`config.mk`:
```
export PLATFORM = sky130hd
export DESIGN_NAME = store_buffer_flat
export DESIGN_NICKNAME = d
export VERILOG_FILES = /design/src/rtl/store_buffer_if.sv /design/src/rtl/store_buffer.sv /design/src/flat_wrapper.sv
export SDC_FILE = /design/constraint.sdc
export NUM_CORES = 1
export LEC_CHECK = 0
export ABC_AREA = 1
export CAP_MARGIN = 20
export CORE_MARGIN = 5
export CORE_UTILIZATION = 40
export DETAILED_ROUTE_END_ITERATION = 12
export GPL_TIMING_DRIVEN = 0
export PLACE_DENSITY = 0.6
export SLEW_MARGIN = 40
export SYNTH_ARGS = -nofsm -noshare
export SYNTH_HDL_FRONTEND = slang
export SYNTH_SLANG_ARGS = --single-unit
export TNS_END_PERCENT = 5
```
`constraint.sdc`:
```
create_clock -name clk -period 1.89 [get_ports clk]
set_input_delay 0.2835 -clock clk [delete_from_list [all_inputs] [get_ports clk]]
set_output_delay 0.2835 -clock clk [all_outputs]
set_load 0.01 [all_outputs]
```
`src/rtl/store_buffer_if.sv`:
```
// Store buffer bus bundle: pipeline write port, memory drain port, load hazard probe and status.
// master = environment (pipeline + memory), slave = the store buffer itself.
interface store_buffer_if #(
  parameter int unsigned DEPTH = 4
);
  localparam int unsigned CntW = $clog2(DEPTH + 1);

  logic            wr_valid;
  logic            wr_ready;
  logic [31:0]     wr_addr;
  logic [31:0]     wr_data;
  logic [3:0]      wr_be;
  logic            mem_req;
  logic [31:0]     mem_addr;
  logic [31:0]     mem_wdata;
  logic [3:0]      mem_be;
  logic            mem_ack;
  logic [31:0]     ld_addr;
  logic            ld_hazard;
  logic            empty;
  logic [CntW-1:0] count;

  modport master (
    output wr_valid, wr_addr, wr_data, wr_be, mem_ack, ld_addr,
    input  wr_ready, mem_req, mem_addr, mem_wdata, mem_be, ld_hazard, empty, count
  );

  modport slave (
    input  wr_valid, wr_addr, wr_data, wr_be, mem_ack, ld_addr,
    output wr_ready, mem_req, mem_addr, mem_wdata, mem_be, ld_hazard, empty, count
  );
endinterface

```
`src/rtl/store_buffer.sv`:
```
// Posted-write store buffer: circular FIFO draining to data memory over req/ack, with load hazard.
// Optional STORE_MERGE_EN merges a push into the tail-most non-head entry with the same word.
module store_buffer #(
  parameter int unsigned DEPTH = 4
) (
  input logic          clk,
  input logic          reset_n,
  store_buffer_if.slave sb
);
  localparam int unsigned PtrW = $clog2(DEPTH);
  localparam int unsigned CntW = $clog2(DEPTH + 1);

  logic [29:0]     addr_q [DEPTH];
  logic [31:0]     data_q [DEPTH];
  logic [3:0]      be_q   [DEPTH];
  logic [PtrW-1:0] head_q, tail_q;
  logic [CntW-1:0] count_q;

  logic            merge_hit;
  logic            wr_ready;
  logic            push, alloc, retire;
  logic            hazard;
  logic [PtrW-1:0] off;
`ifdef STORE_MERGE_EN
  logic [PtrW-1:0] last_idx;
`endif

  always_comb begin
`ifdef STORE_MERGE_EN
    last_idx  = tail_q - PtrW'(1);
    // The head may be under request, so it is never a merge target.
    merge_hit = (count_q >= CntW'(2)) && (addr_q[last_idx] == sb.wr_addr[31:2]);
`else
    merge_hit = 1'b0;
`endif
    wr_ready = (count_q != CntW'(DEPTH)) || merge_hit;
    push     = sb.wr_valid && wr_ready;
    alloc    = push && (sb.wr_be != 4'b0000) && !merge_hit;
    retire   = (count_q != '0) && sb.mem_ack;
  end

  // Hazard looks at registered entries only; an entry is valid if its distance from head < count.
  always_comb begin
    hazard = 1'b0;
    off    = '0;
    for (int unsigned i = 0; i < DEPTH; i++) begin
      off = PtrW'(i) - head_q;
      if ((CntW'(off) < count_q) && (addr_q[i] == sb.ld_addr[31:2])) begin
        hazard = 1'b1;
      end
    end
  end

  always_comb begin
    sb.wr_ready  = wr_ready;
    sb.mem_req   = (count_q != '0);
    sb.mem_addr  = {addr_q[head_q], 2'b00};
    sb.mem_wdata = data_q[head_q];
    sb.mem_be    = be_q[head_q];
    sb.ld_hazard = hazard;
    sb.empty     = (count_q == '0);
    sb.count     = count_q;
  end

  always_ff @(posedge clk or negedge reset_n) begin
    if (!reset_n) begin
      head_q  <= '0;
      tail_q  <= '0;
      count_q <= '0;
      for (int unsigned i = 0; i < DEPTH; i++) begin
        addr_q[i] <= '0;
        data_q[i] <= '0;
        be_q[i]   <= '0;
      end
    end else begin
      if (alloc) begin
        addr_q[tail_q] <= sb.wr_addr[31:2];
        data_q[tail_q] <= sb.wr_data;
        be_q[tail_q]   <= sb.wr_be;
        tail_q         <= tail_q + PtrW'(1);
      end
`ifdef STORE_MERGE_EN
      if (push && merge_hit) begin
        for (int unsigned b = 0; b < 4; b++) begin
          if (sb.wr_be[b]) begin
            data_q[last_idx][8*b +: 8] <= sb.wr_data[8*b +: 8];
          end
        end
        be_q[last_idx] <= be_q[last_idx] | sb.wr_be;
      end
`endif
      if (retire) begin
        head_q <= head_q + PtrW'(1);
      end
      if (alloc && !retire) begin
        count_q <= count_q + CntW'(1);
      end else if (!alloc && retire) begin
        count_q <= count_q - CntW'(1);
      end
    end
  end
endmodule

```
`src/flat_wrapper.sv`:
```
// flat-port wrapper written by rule: the top's interface ports become plain ports
module store_buffer_flat 
#(
  parameter int unsigned DEPTH = 4
)
  (clk, reset_n, sb_wr_valid, sb_wr_addr, sb_wr_data, sb_wr_be, sb_mem_ack, sb_ld_addr, sb_wr_ready, sb_mem_req, sb_mem_addr, sb_mem_wdata, sb_mem_be, sb_ld_hazard, sb_empty, sb_count);
  store_buffer_if #(.DEPTH(DEPTH)) sb_i ();
  input logic clk;
  input logic reset_n;
  input wire logic [$bits(sb_i.wr_valid)-1:0] sb_wr_valid;
  input wire logic [$bits(sb_i.wr_addr)-1:0] sb_wr_addr;
  input wire logic [$bits(sb_i.wr_data)-1:0] sb_wr_data;
  input wire logic [$bits(sb_i.wr_be)-1:0] sb_wr_be;
  input wire logic [$bits(sb_i.mem_ack)-1:0] sb_mem_ack;
  input wire logic [$bits(sb_i.ld_addr)-1:0] sb_ld_addr;
  output wire logic [$bits(sb_i.wr_ready)-1:0] sb_wr_ready;
  output wire logic [$bits(sb_i.mem_req)-1:0] sb_mem_req;
  output wire logic [$bits(sb_i.mem_addr)-1:0] sb_mem_addr;
  output wire logic [$bits(sb_i.mem_wdata)-1:0] sb_mem_wdata;
  output wire logic [$bits(sb_i.mem_be)-1:0] sb_mem_be;
  output wire logic [$bits(sb_i.ld_hazard)-1:0] sb_ld_hazard;
  output wire logic [$bits(sb_i.empty)-1:0] sb_empty;
  output wire logic [$bits(sb_i.count)-1:0] sb_count;
  assign sb_i.wr_valid = sb_wr_valid;
  assign sb_i.wr_addr = sb_wr_addr;
  assign sb_i.wr_data = sb_wr_data;
  assign sb_i.wr_be = sb_wr_be;
  assign sb_i.mem_ack = sb_mem_ack;
  assign sb_i.ld_addr = sb_ld_addr;
  assign sb_wr_ready = sb_i.wr_ready;
  assign sb_mem_req = sb_i.mem_req;
  assign sb_mem_addr = sb_i.mem_addr;
  assign sb_mem_wdata = sb_i.mem_wdata;
  assign sb_mem_be = sb_i.mem_be;
  assign sb_ld_hazard = sb_i.ld_hazard;
  assign sb_empty = sb_i.empty;
  assign sb_count = sb_i.count;
  store_buffer #(.DEPTH(DEPTH)) u_core (.clk(clk), .reset_n(reset_n), .sb(sb_i));
endmodule
```
==> out/qor.yml, run 1 <==
fin_nets: 1926
via_per_inst: 5.37
clockBufferDepth: 3
grt_overflow: 0
fin_crit_sh_pct: 145
reg2reg_from: "u_core.sb.count[0]"
root_buffer: "clkbuf_16"
critPathBufInv: 4
die_x_um: 195
cap_viol_max_count: 0
start_util_pct: 40.7
antenna_found_initial: 3
post-dp-hpwl_um: 31900
min_period_ns: 2.74
slowest_delay_ns: 0.46
wirelength_um: 46600
rows: 67
grt_pass1_wl_um: 70600
syn_area_mm2: 0.0137
grt_pass1_vias: 12200
synthArstFlopShare_pct: 100
coreArea_mm2: 0.0336
grt_start_max_net_pins: 65
die_h_um: 195
p_per_area_mw_per_mm2: 1860
grt_setup_unrepaired: "yes"
cp.arrival_ns: 2.46
numCtsBuffers: 30
num_vias: 12300
port_buffers: 171
crit_path_top_delay_cell: "dfrtp_2"
ys_types: 31
cp.required_ns: 1.61
crit_type: "reg -> out"
worstSetupStartpointType: "flop"
grt_use_total_pct: 23.4
hold_viol: 0
seq_area_frac_synth_pct: 49.6
post_drt_wl_per_cell_um: 20.4
p_seq_share_pct: 30.7
dieArea_mm2: 0.0380
p_comb_share_pct: 50.4
cts_sinks: 271
synth_flop_cell: "dfrtp_1"
finalMaxSlewViolations: 0
drtPass1Iterations: 5
worstPathMaxFanout: 5
n_antenna_cell: 0
worst_skew_pair.late_latency_ns: 0.57
first_iter_violations: 998
fmaxAchievable_ghz: 0.365
ys_warn_count: 0
cp-end-kind: "primary output"
worst_pin_slew_ns: 0.621
drc_errors: 0
violations: "setup timing"
p_leak_nw: 8.45
netlist_instances: 1583
sw_frac_of_total_pct: 40.5
layout_setup_ws_ns: -0.851
slew_headroom_pct: 58.3
finalPower_mw: 34.2
h-tree-depth: 1
cts_tree: "done"
avgSynthCellArea_um2: 8.64
ant_nets: 0
area_growth_syn_to_layout_pct: 34.3
drive_gt1_share_pct: 22.4
p_clk_share_pct: 18.9
synth.ff_latch_count: 271
synth-edff-count: 0
p_sw_mw: 13.9
crit_family: "simple AND/OR/NAND/NOR gates"
cp-startpoint: "u_core.head_q[0]"
pin_count: 179
vdd_drop_max_mv: 1.13
worst_clock_skew_ns: 0.0101
setup_viol: 93
gp_congestion: 0.898
post-route-util_pct: 54.6
worstPathCellList: "nor2_4, inv_2, clkbuf_16, nand2_4, inv_2, ha_4, a21oi_1, or2_4, nand3_2, nor2_1, nor2_1, nand2_1, buf_2"
status: "finished with violations"
hp-class: "in -> async"
internal-power_mw: 20.4
most-common-layout-cells: "nand2_1 (441), dfrtp_1 (266), inv_1 (216)"
final_common_cell: "nand2_1"
setup_tns_ns: -34.04
worst_setup_hold_path_clk_slew_ns: 0.06
==> metal layers <==
metal,GRT usage [%],vias to the layer above,share of wire [%]
met5,0,-,0.075
met4,6.88,6,2.9
li1,-,5638,-
met3,4.41,93,7.3
met1,32.7,6065,43
met2,37.5,472,47
==> timing repair <==
item / CTS / global route
setup buffers: 4 / 14
gates cloned: 0 / 1
endpoints found under the hold margin: 69 / 0
pin swaps: 3 / 6
endpoints found under the setup margin: 233 / 265
hold buffers: 1 / 0
gates resized for setup: 276 / 299
==> kinds of logic after synthesis <==
logic type	share of synthesized area, %
other	0.0274
AOI/OAI and AO/OA	15.2
adders and majority gates	0.970
DFF	49.6
buffers and inverters	9.39
muxes	7.08
and+or+nand+nor	16.0
xor gates and xnor gates	1.73
==> final timing paths <==
kind / to / slack, ns / cells after the start
worst max-delay path: sb_ld_hazard / -0.85 / 13
worst min-delay path: u_core.addr_q[8] / 0.10 / 2
worst max register to register: u_core.sb.count[2] / -0.15 / 11
worst min register to register: u_core.data_q[114] / 0.49 / 1
max in group asynchronous: u_core.head_q[0] / 0.31 / 6
min in group clk: u_core.addr_q[91] / 0.35 / 3
==> cells in the mapped netlist, types with 15 or more instances <==
cell      number  area, um^2
o221ai_1      65         569
nor2_1        71         267
mux2_2        48         541
buf_2         15        75.1
o21ai_0      188         941
buf_4         20         150
xor2_1        20         175
dfrtp_1      271        6780
mux2_1        38         428
inv_1        224         841
a22oi_1       65         488
nand2_1      444        1670
clkbuf_1      34         128
==> sequential cells by signal (all words and copies together) (netlist names) <==
register	flops
u_core.addr_q	120
u_core.be_q	16
u_core.data_q	128
u_core.head_q	2
u_core.sb.count	3
u_core.tail_q	2
==> power by group through the flow <==
stage / registers, mW / logic (mW) / clock network, mW
after floorplan: 9.99 / 8.57 / 0
after global placement: 10.3 / 14.7 / 0
after detailed placement: 10.4 / 15.0 / 0
after CTS: 10.4 / 15.6 / 6.56
after global routing: 10.8 / 18.7 / 6.82
final: 10.5 / 17.2 / 6.47
==> area by class of cell <==
| class | count | area (um^2) |
|---|---|---|
| Multi-Input combinational cell | 1010 | 6310 |
| Sequential cell | 271 | 6790 |
| Tap cell | 448 | 561 |
| Timing Repair Buffer | 196 | 1830 |
| Inverter | 225 | 850 |
| Buffer | 78 | 902 |
| Clock inverter | 13 | 194 |
| Fill cell | 3023 | 15300 |
| Clock buffer | 43 | 930 |
==> metrics by stage <==
| stage | setup slack [ns] | instance area [um^2] | hold WS [ns] | std cells |
|---|---|---|---|---|
| 3_5_place_dp | -1.27 | 16200 | 0.0839 | 2208 |
| 5_1_grt | -0.968 | 18400 | 0.108 | 2284 |
| 4_1_cts | -0.937 | 17800 | 0.0923 | 2269 |
| 6_report | -0.851 | 18400 | 0.103 | 2284 |
| 2_1_floorplan | -0.0344 | 13700 | -0.0121 | 1584 |
| 3_3_place_gp | -12.77 | 16000 | 0.468 | 2203 |
Power figures use the tool's default switching activity.
==> run 2: changes to the inputs <==
ABC_AREA = not set   (was 1)
PLACE_DENSITY = 0.58   (was 0.6)
clock period = 2.9 ns   (was 1.89 ns; I/O delays follow)
==> out/qor.yml, run 2 <==
port_buffers: 165  # was 171
worstSetupStartpointType: "flop"  # unchanged
grt_use_total_pct: 19.1  # was 23.4%
reg.largest.list: "u_core.data_q: 128 flops, u_core.addr_q: 120 flops, u_core.be_q: 16 flops"  # unchanged
die_x_um: 198  # was 195 um
seq_area_frac_synth_pct: 48.1  # was 49.6%
drtPass1Iterations: 4  # was 5
setup_tns_ns: -1.97  # was -34.04 ns
pin_count: 179  # unchanged
hold_viol: 0  # unchanged
layout_setup_ws_ns: -0.270  # was -0.851 ns
synth.ff_latch_count: 271  # unchanged
cts_sinks: 271  # unchanged
worstPathMaxFanout: 3  # was 5
instances_no_fill: 1556  # was 2284
fillers: 3011  # was 3023
drc_errors: 0  # unchanged
grt_pass1_vias: 8937  # was 12200
die_h_um: 198  # was 195 um
multi_input_area_mm2: 0.00684  # was 0.00631 mm^2
largest_register_ffs: 128  # unchanged
place_area_mm2: 0.0164  # was 0.0162 mm^2
min_period_ns: 3.17
root_buffer: "clkbuf_16"  # unchanged
num_vias: 8052  # was 12300
coreArea_mm2: 0.0347  # was 0.0336 mm^2
synth-edff-count: 0  # unchanged
gp_congestion: 0.809  # was 0.898
synth_area_leaders: "dfrtp_1 (48%), mux2_4 (17%), mux4_2 (11%)"  # was dfrtp_1 (50%), nand2_1 (12%), o21ai_0 (6.9%)
status: "finished with violations"  # unchanged
post-dp-hpwl_um: 26900  # was 31900 um
fin_nets: 1190  # was 1926
cp.required_ns: 2.47  # was 1.61 ns
ys_top_cells_by_count: "dfrtp_1 (271), mux2_4 (160), mux2_2 (105)"  # was nand2_1 (444), dfrtp_1 (271), inv_1 (224)
post-route-util_pct: 51.2  # was 54.6%
vdd_drop_max_mv: 0.595  # was 1.13 mV
slew_headroom_pct: 59.9  # was 58.3%
start_util_pct: 40.6  # was 40.7%
avgSynthCellArea_um2: 16.3  # was 8.64 um^2
clockBufferDepth: 3  # unchanged
syn_area_mm2: 0.0141  # was 0.0137 mm^2
most-common-layout-cells: "dfrtp_1 (270), mux2_4 (160), clkdlybuf4s50_1 (153)"  # was nand2_1 (441), dfrtp_1 (266), inv_1 (216)
yosys.area.top_type: "dfrtp_1"  # unchanged
cts_tree: "done"  # unchanged
synth_flop_cell: "dfrtp_1"  # unchanged
h-tree-depth: 2  # was 1
area_growth_syn_to_layout_pct: 26.1  # was 34.3%
wirelength_um: 37300  # was 46600 um
final_common_cell: "dfrtp_1"  # was nand2_1
r2r_setup_slack_ns: 0.53  # was -0.15 ns
netlist_instances: 864  # was 1583
grt_setup_unrepaired: "yes"  # unchanged
yosys.area.top_type_share_pct: 48.1  # was 49.6%
ys_warn_count: 0  # unchanged
top_register: "u_core.data_q"  # unchanged
hp-class: "in -> async"  # unchanged
drive_gt1_share_pct: 41.7  # was 22.4%
ant_nets: 0  # unchanged
cp-end-kind: "primary output"  # unchanged
cap_viol_max_count: 0  # unchanged
worst_skew_pair.late_latency_ns: 0.50  # was 0.57 ns
reg2reg_from: "u_core.sb.count[0]"  # unchanged
finalMaxSlewViolations: 0  # unchanged
antenna_found_initial: 5  # was 3
yosysMostFrequentCell: "dfrtp_1"  # was nand2_1
reg2regPathDepth: 9  # was 11
dieArea_mm2: 0.0391  # was 0.0380 mm^2
worst_pin_slew_ns: 0.596  # was 0.621 ns
seq_area_mm2: 0.00678  # was 0.00679 mm^2
finalInstanceArea_mm2: 0.0178  # was 0.0184 mm^2
grt_start_max_net_pins: 67  # was 65
first_iter_violations: 375  # was 998
rows: 68  # was 67
grt_pass1_wl_um: 56500  # was 70600 um
crit_type: "reg -> out"  # unchanged
worst_setup_hold_path_clk_slew_ns: 0.06  # about the same
fin_crit_sh_pct: 109
finalPower_mw: 22.7  # was 34.2 mW
numCtsBuffers: 34  # was 30
fmaxAchievable_ghz: 0.315
dp.cells: 1489  # was 2208
p_per_area_mw_per_mm2: 1280  # was 1860 mW/mm^2
worst_clock_skew_ns: 0.0174  # was 0.0101 ns
post_drt_wl_per_cell_um: 24.0  # was 20.4 um
setup_viol: 31  # was 93
worst_r2r_endpoint: "u_core.sb.count[2]"  # unchanged
p_leak_nw: 7.97  # was 8.45 nW
via_per_inst: 5.17  # was 5.37
ys_types: 29  # was 31
cp.arrival_ns: 2.74  # was 2.46 ns
synthArstFlopShare_pct: 100  # unchanged
grt_overflow: 0  # unchanged
violations: "setup timing"  # unchanged
[run 2: cell count changes after synthesis, moves of 38 or more]
| cell | before | now |
|---|---|---|
| xnor2_1 | 7 | 62 |
| inv_1 | 224 | 10 |
| mux2_1 | 38 | 0 |
| o221ai_1 | 65 | 0 |
| nor2_1 | 71 | 2 |
| mux2_2 | 48 | 105 |
| xor2_1 | 20 | 65 |
| a22oi_1 | 65 | 0 |
| mux4_2 | 0 | 66 |
| nand2_1 | 444 | 6 |
| mux2_4 | 0 | 160 |
| o21ai_0 | 188 | 1 |
[run 2: worst max-delay path by stage]
stage / slack, ns / end / cells after the start / from
2_1_floorplan: 0.24 / sb_ld_hazard / 9 / u_core.head_q[1]
5_1_grt: -0.41 / sb_ld_hazard / 10 / u_core.head_q[1]
6_report: -0.27 / sb_ld_hazard / 10 / u_core.head_q[1]
3_5_place_dp: -1.32 / sb_ld_hazard / 10 / u_core.head_q[1]
3_3_place_gp: -11.06 / u_core.data_q[38] / 1 / reset_n
4_1_cts: -0.34 / sb_ld_hazard / 10 / u_core.head_q[0]
[run 2: kinds of logic after synthesis]
group	count (synthesis)	synth area share (%)
compound gates	13	0.861
fa+ha+maj	10	0.940
mux	331	36.0
flops	271	48.1
other cells	1	0.0266
buf+inv	63	4.10
xor+xnor	127	7.89
simple gates	48	2.14
[run 2: layout make-up]
type / instances / area share [%]
Timing Repair Buffer: 175 / 10.3
Antenna cell: 1 / 0.0141
Multi-Input combinational cell: 531 / 38.4
Clock buffer: 52 / 5.79
Sequential cell: 271 / 38.2
Clock inverter: 8 / 0.387
Tap cell: 455 / 3.20
Inverter: 10 / 0.253
Buffer: 53 / 3.41
[run 2: worst max-delay path: stages, from the launching register on]
cell	delay [ns]
dfrtp_1	0.37
buf_8	0.12
clkbuf_16	0.13
inv_6	0.03
ha_4	0.27
inv_4	0.03
a2111oi_4	0.31
nand4_1	0.17
or4_1	0.49
nand4_1	0.14
buf_2	0.15
[run 2: layer usage]
| layer | track usage (%) | share of wire (%) | vias to the layer above |
|---|---|---|---|
| met3 | 4.88 | 5.9 | 56 |
| li1 | - | - | 3586 |
| met4 | 4.82 | 2.6 | 10 |
| met2 | 30.5 | 47 | 171 |
| met5 | 0 | 0.21 | - |
| met1 | 26.2 | 44 | 4229 |
[run 2: timing repair]
action | 4_1_cts | 5_1_grt
hold endpoints to repair | 58 | 0
resized for setup | 33 | 26
setup buffers | 4 | 1
pin swaps | 4 | 5
hold buffers | 1 | 0
setup endpoints to repair | 67 | 55
[run 2: stage by stage]
stage                     setup WS [ns]  hold WS, ns
after floorplan                   0.235        0.139
after global routing             -0.408        0.512
after detailed placement          -1.32        0.419
after CTS                        -0.343        0.499
final                            -0.270        0.487
after global placement           -11.06        0.482
[run 2: power by group]
| part | switching [mW] | internal (mW) | leakage [nW] |
|---|---|---|---|
| clock network | 1.61 | 2.53 | 0.548 |
| logic | 4.40 | 6.93 | 4.20 |
| registers | 1.45 | 5.75 | 3.22 |
| total | 7.46 | 15.2 | 7.97 |
==> run 3: changes to the inputs <==
CELL_PAD_IN_SITES_DETAIL_PLACEMENT = 0   (was not set)
CELL_PAD_IN_SITES_GLOBAL_PLACEMENT = 1   (was not set)
PLACE_DENSITY = 0.76   (was 0.58)
==> out/qor.yml, run 3 (synthesis gave the netlist of run 2 again) <==
cts_sinks: 271  # unchanged
p_comb_share_pct: 49.8  # was 50.0%
die_x_um: 198  # unchanged
seq_area_mm2: 0.00678  # unchanged
violations: "setup timing"  # unchanged
most-common-layout-cells: "dfrtp_1 (270), clkdlybuf4s50_1 (162), mux2_4 (160)"  # was dfrtp_1 (270), mux2_4 (160), clkdlybuf4s50_1 (153)
slew_headroom_pct: 40.9  # was 59.9%
gp_congestion: 0.821  # was 0.809
cp.required_ns: 2.47  # about the same
worst_pin_slew_ns: 0.886  # was 0.596 ns
via_per_inst: 5.27  # was 5.17
die_h_um: 198  # unchanged
crit_family: "compound AO/OA/AOI/OAI gates"  # was simple AND/OR/NAND/NOR gates
finalHoldWorstSlack_ns: 0.391  # was 0.487 ns
finalMaxSlewViolations: 0  # unchanged
p_per_area_mw_per_mm2: 1280  # about the same
p_clk_share_pct: 18.2  # was 18.3%
sw_frac_of_total_pct: 32.9  # about the same
grt_overflow: 0  # unchanged
port_buffers: 165  # unchanged
rows: 68  # unchanged
p_sw_mw: 7.42  # was 7.46 mW
root_buffer: "clkbuf_16"  # unchanged
crit_path_top_delay_cell: "a2111o_1"  # was or4_1
status: "finished with violations"  # unchanged
cts_tree: "done"  # unchanged
cap_viol_max_count: 0  # unchanged
hold_viol: 0  # unchanged
worstSetupStartpointType: "flop"  # unchanged
worst_clock_skew_ns: 0.0121  # was 0.0174 ns
p_leak_nw: 7.84  # was 7.97 nW
first_iter_violations: 407  # was 375
numCtsBuffers: 31  # was 34
drtPass1Iterations: 5  # was 4
post_drt_wl_per_cell_um: 23.7  # was 24.0 um
start_util_pct: 40.6  # unchanged
min_period_ns: 3.17  # about the same
p_seq_share_pct: 32.0  # was 31.8%
critical_path.most_common_cell: "nand4_1"  # unchanged
multi_input_area_mm2: 0.00682  # was 0.00684 mm^2
final_common_cell: "dfrtp_1"  # unchanged
wirelength_um: 36800  # was 37300 um
grt_use_total_pct: 18.6  # was 19.1%
worst_setup_hold_path_clk_slew_ns: 0.06  # about the same
pin_count: 179  # unchanged
top_register: "u_core.data_q"  # unchanged
grt_setup_unrepaired: "yes"  # unchanged
coreArea_mm2: 0.0347  # unchanged
reg2reg_from: "u_core.sb.count[0]"  # unchanged
drc_errors: 0  # unchanged
h-tree-depth: 1  # was 2
reg.largest.list: "u_core.data_q: 128 flops, u_core.addr_q: 120 flops, u_core.be_q: 16 flops"  # unchanged
fmaxAchievable_ghz: 0.315  # about the same
ant_nets: 0  # unchanged
fin_nets: 1183  # was 1190
antenna_found_initial: 6  # was 5
dp.cells: 1489  # unchanged
grt_pass1_wl_um: 55800  # was 56500 um
clockBufferDepth: 3  # unchanged
post-dp-hpwl_um: 26600  # was 26900 um
hp-class: "in -> async"  # unchanged
fillers: 2981  # was 3011
setup_viol: 41  # was 31
instances_no_fill: 1550  # was 1556
fin_crit_sh_pct: 109  # about the same
drive_gt1_share_pct: 41.1  # was 41.7%
crit_type: "reg -> out"  # unchanged
internal-power_mw: 15.2  # about the same
cp-end-kind: "primary output"  # unchanged
cp.arrival_ns: 2.74  # about the same
layout_setup_ws_ns: -0.270  # about the same
num_vias: 8162  # was 8052
slowest_delay_ns: 0.40  # was 0.49 ns
worst_skew_pair.late_latency_ns: 0.56  # was 0.50 ns
vdd_drop_max_mv: 0.634  # was 0.595 mV
grt_pass1_vias: 8921  # was 8937
worstPathMaxFanout: 6  # was 3
largest_register_ffs: 128  # unchanged
cp-startpoint: "u_core.head_q[1]"  # unchanged
worstPathCellList: "clkbuf_8, clkbuf_16, xnor2_2, inv_1, ha_1, a2111o_1, a2111oi_4, nand4_1, nand4_1, buf_2"  # was buf_8, clkbuf_16, inv_6, ha_4, inv_4, a2111oi_4, nand4_1, or4_1, nand4_1, buf_2
dieArea_mm2: 0.0391  # unchanged
critPathBufInv: 4  # was 5
area_growth_syn_to_layout_pct: 25.4  # was 26.1%
grt_start_max_net_pins: 59  # was 67
[run 3: cell type report]
class | instances | area share (%)
Clock buffer | 46 | 5.33
Antenna cell | 1 | 0.0142
Sequential cell | 271 | 38.4
Timing Repair Buffer | 172 | 10.1
Multi-Input combinational cell | 531 | 38.6
Tap cell | 455 | 3.22
Buffer | 52 | 3.39
Inverter | 10 | 0.212
Clock inverter | 12 | 0.807
[run 3: what timing repair did]
action,in CTS,in global routing
setup buffers,2,0
hold endpoints to repair,50,0
setup endpoints to repair,67,52
gates resized for setup,30,9
hold buffers,1,0
pin swaps,4,4
[run 3: power groups by stage]
| stage | logic (mW) | clock network (mW) | registers, mW |
|---|---|---|---|
| after global routing | 11.9 | 4.36 | 7.46 |
| after floorplan | 7.27 | 0 | 6.77 |
| after CTS | 11.4 | 4.19 | 7.20 |
| after detailed placement | 11.1 | 0 | 7.21 |
| final | 11.2 | 4.10 | 7.23 |
| after global placement | 11.0 | 0 | 7.15 |
[run 3: per-stage QoR]
stage,worst slack [ns],utilization (%),power [mW],setup TNS (ns),cell area (um^2)
after detailed placement,-1.08,47.4,18.3,-1.96,16400
after global routing,-0.407,50.9,23.7,-9.66,17700
after CTS,-0.335,50.9,22.8,-8.45,17700
final,-0.270,50.9,22.6,-5.58,17700
after floorplan,0.235,-,14.0,0,14100
after global placement,-10.62,47.0,18.1,-2876.11,16300
[run 3: per-layer routing]
metal	global-route usage (%)	wire, um	vias up
met5	0	73	-
met4	4.31	746	10
met3	4.85	2370	54
met2	29.5	17100	206
met1	25.9	16400	4319
li1	-	-	3573
[run 3: final timing paths]
| check | endpoint | slack [ns] | cells past startpoint |
|---|---|---|---|
| setup / recovery | sb_ld_hazard | -0.27 | 10 |
| setup reg to reg | u_core.sb.count[2] | 0.72 | 8 |
| min in group clk | u_core.data_q[52] | 0.50 | 1 |
| max in group asynchronous | u_core.head_q[0] | 1.57 | 4 |
| hold reg to reg | u_core.data_q[52] | 0.50 | 1 |
| hold / removal | u_core.addr_q[104] | 0.39 | 2 |
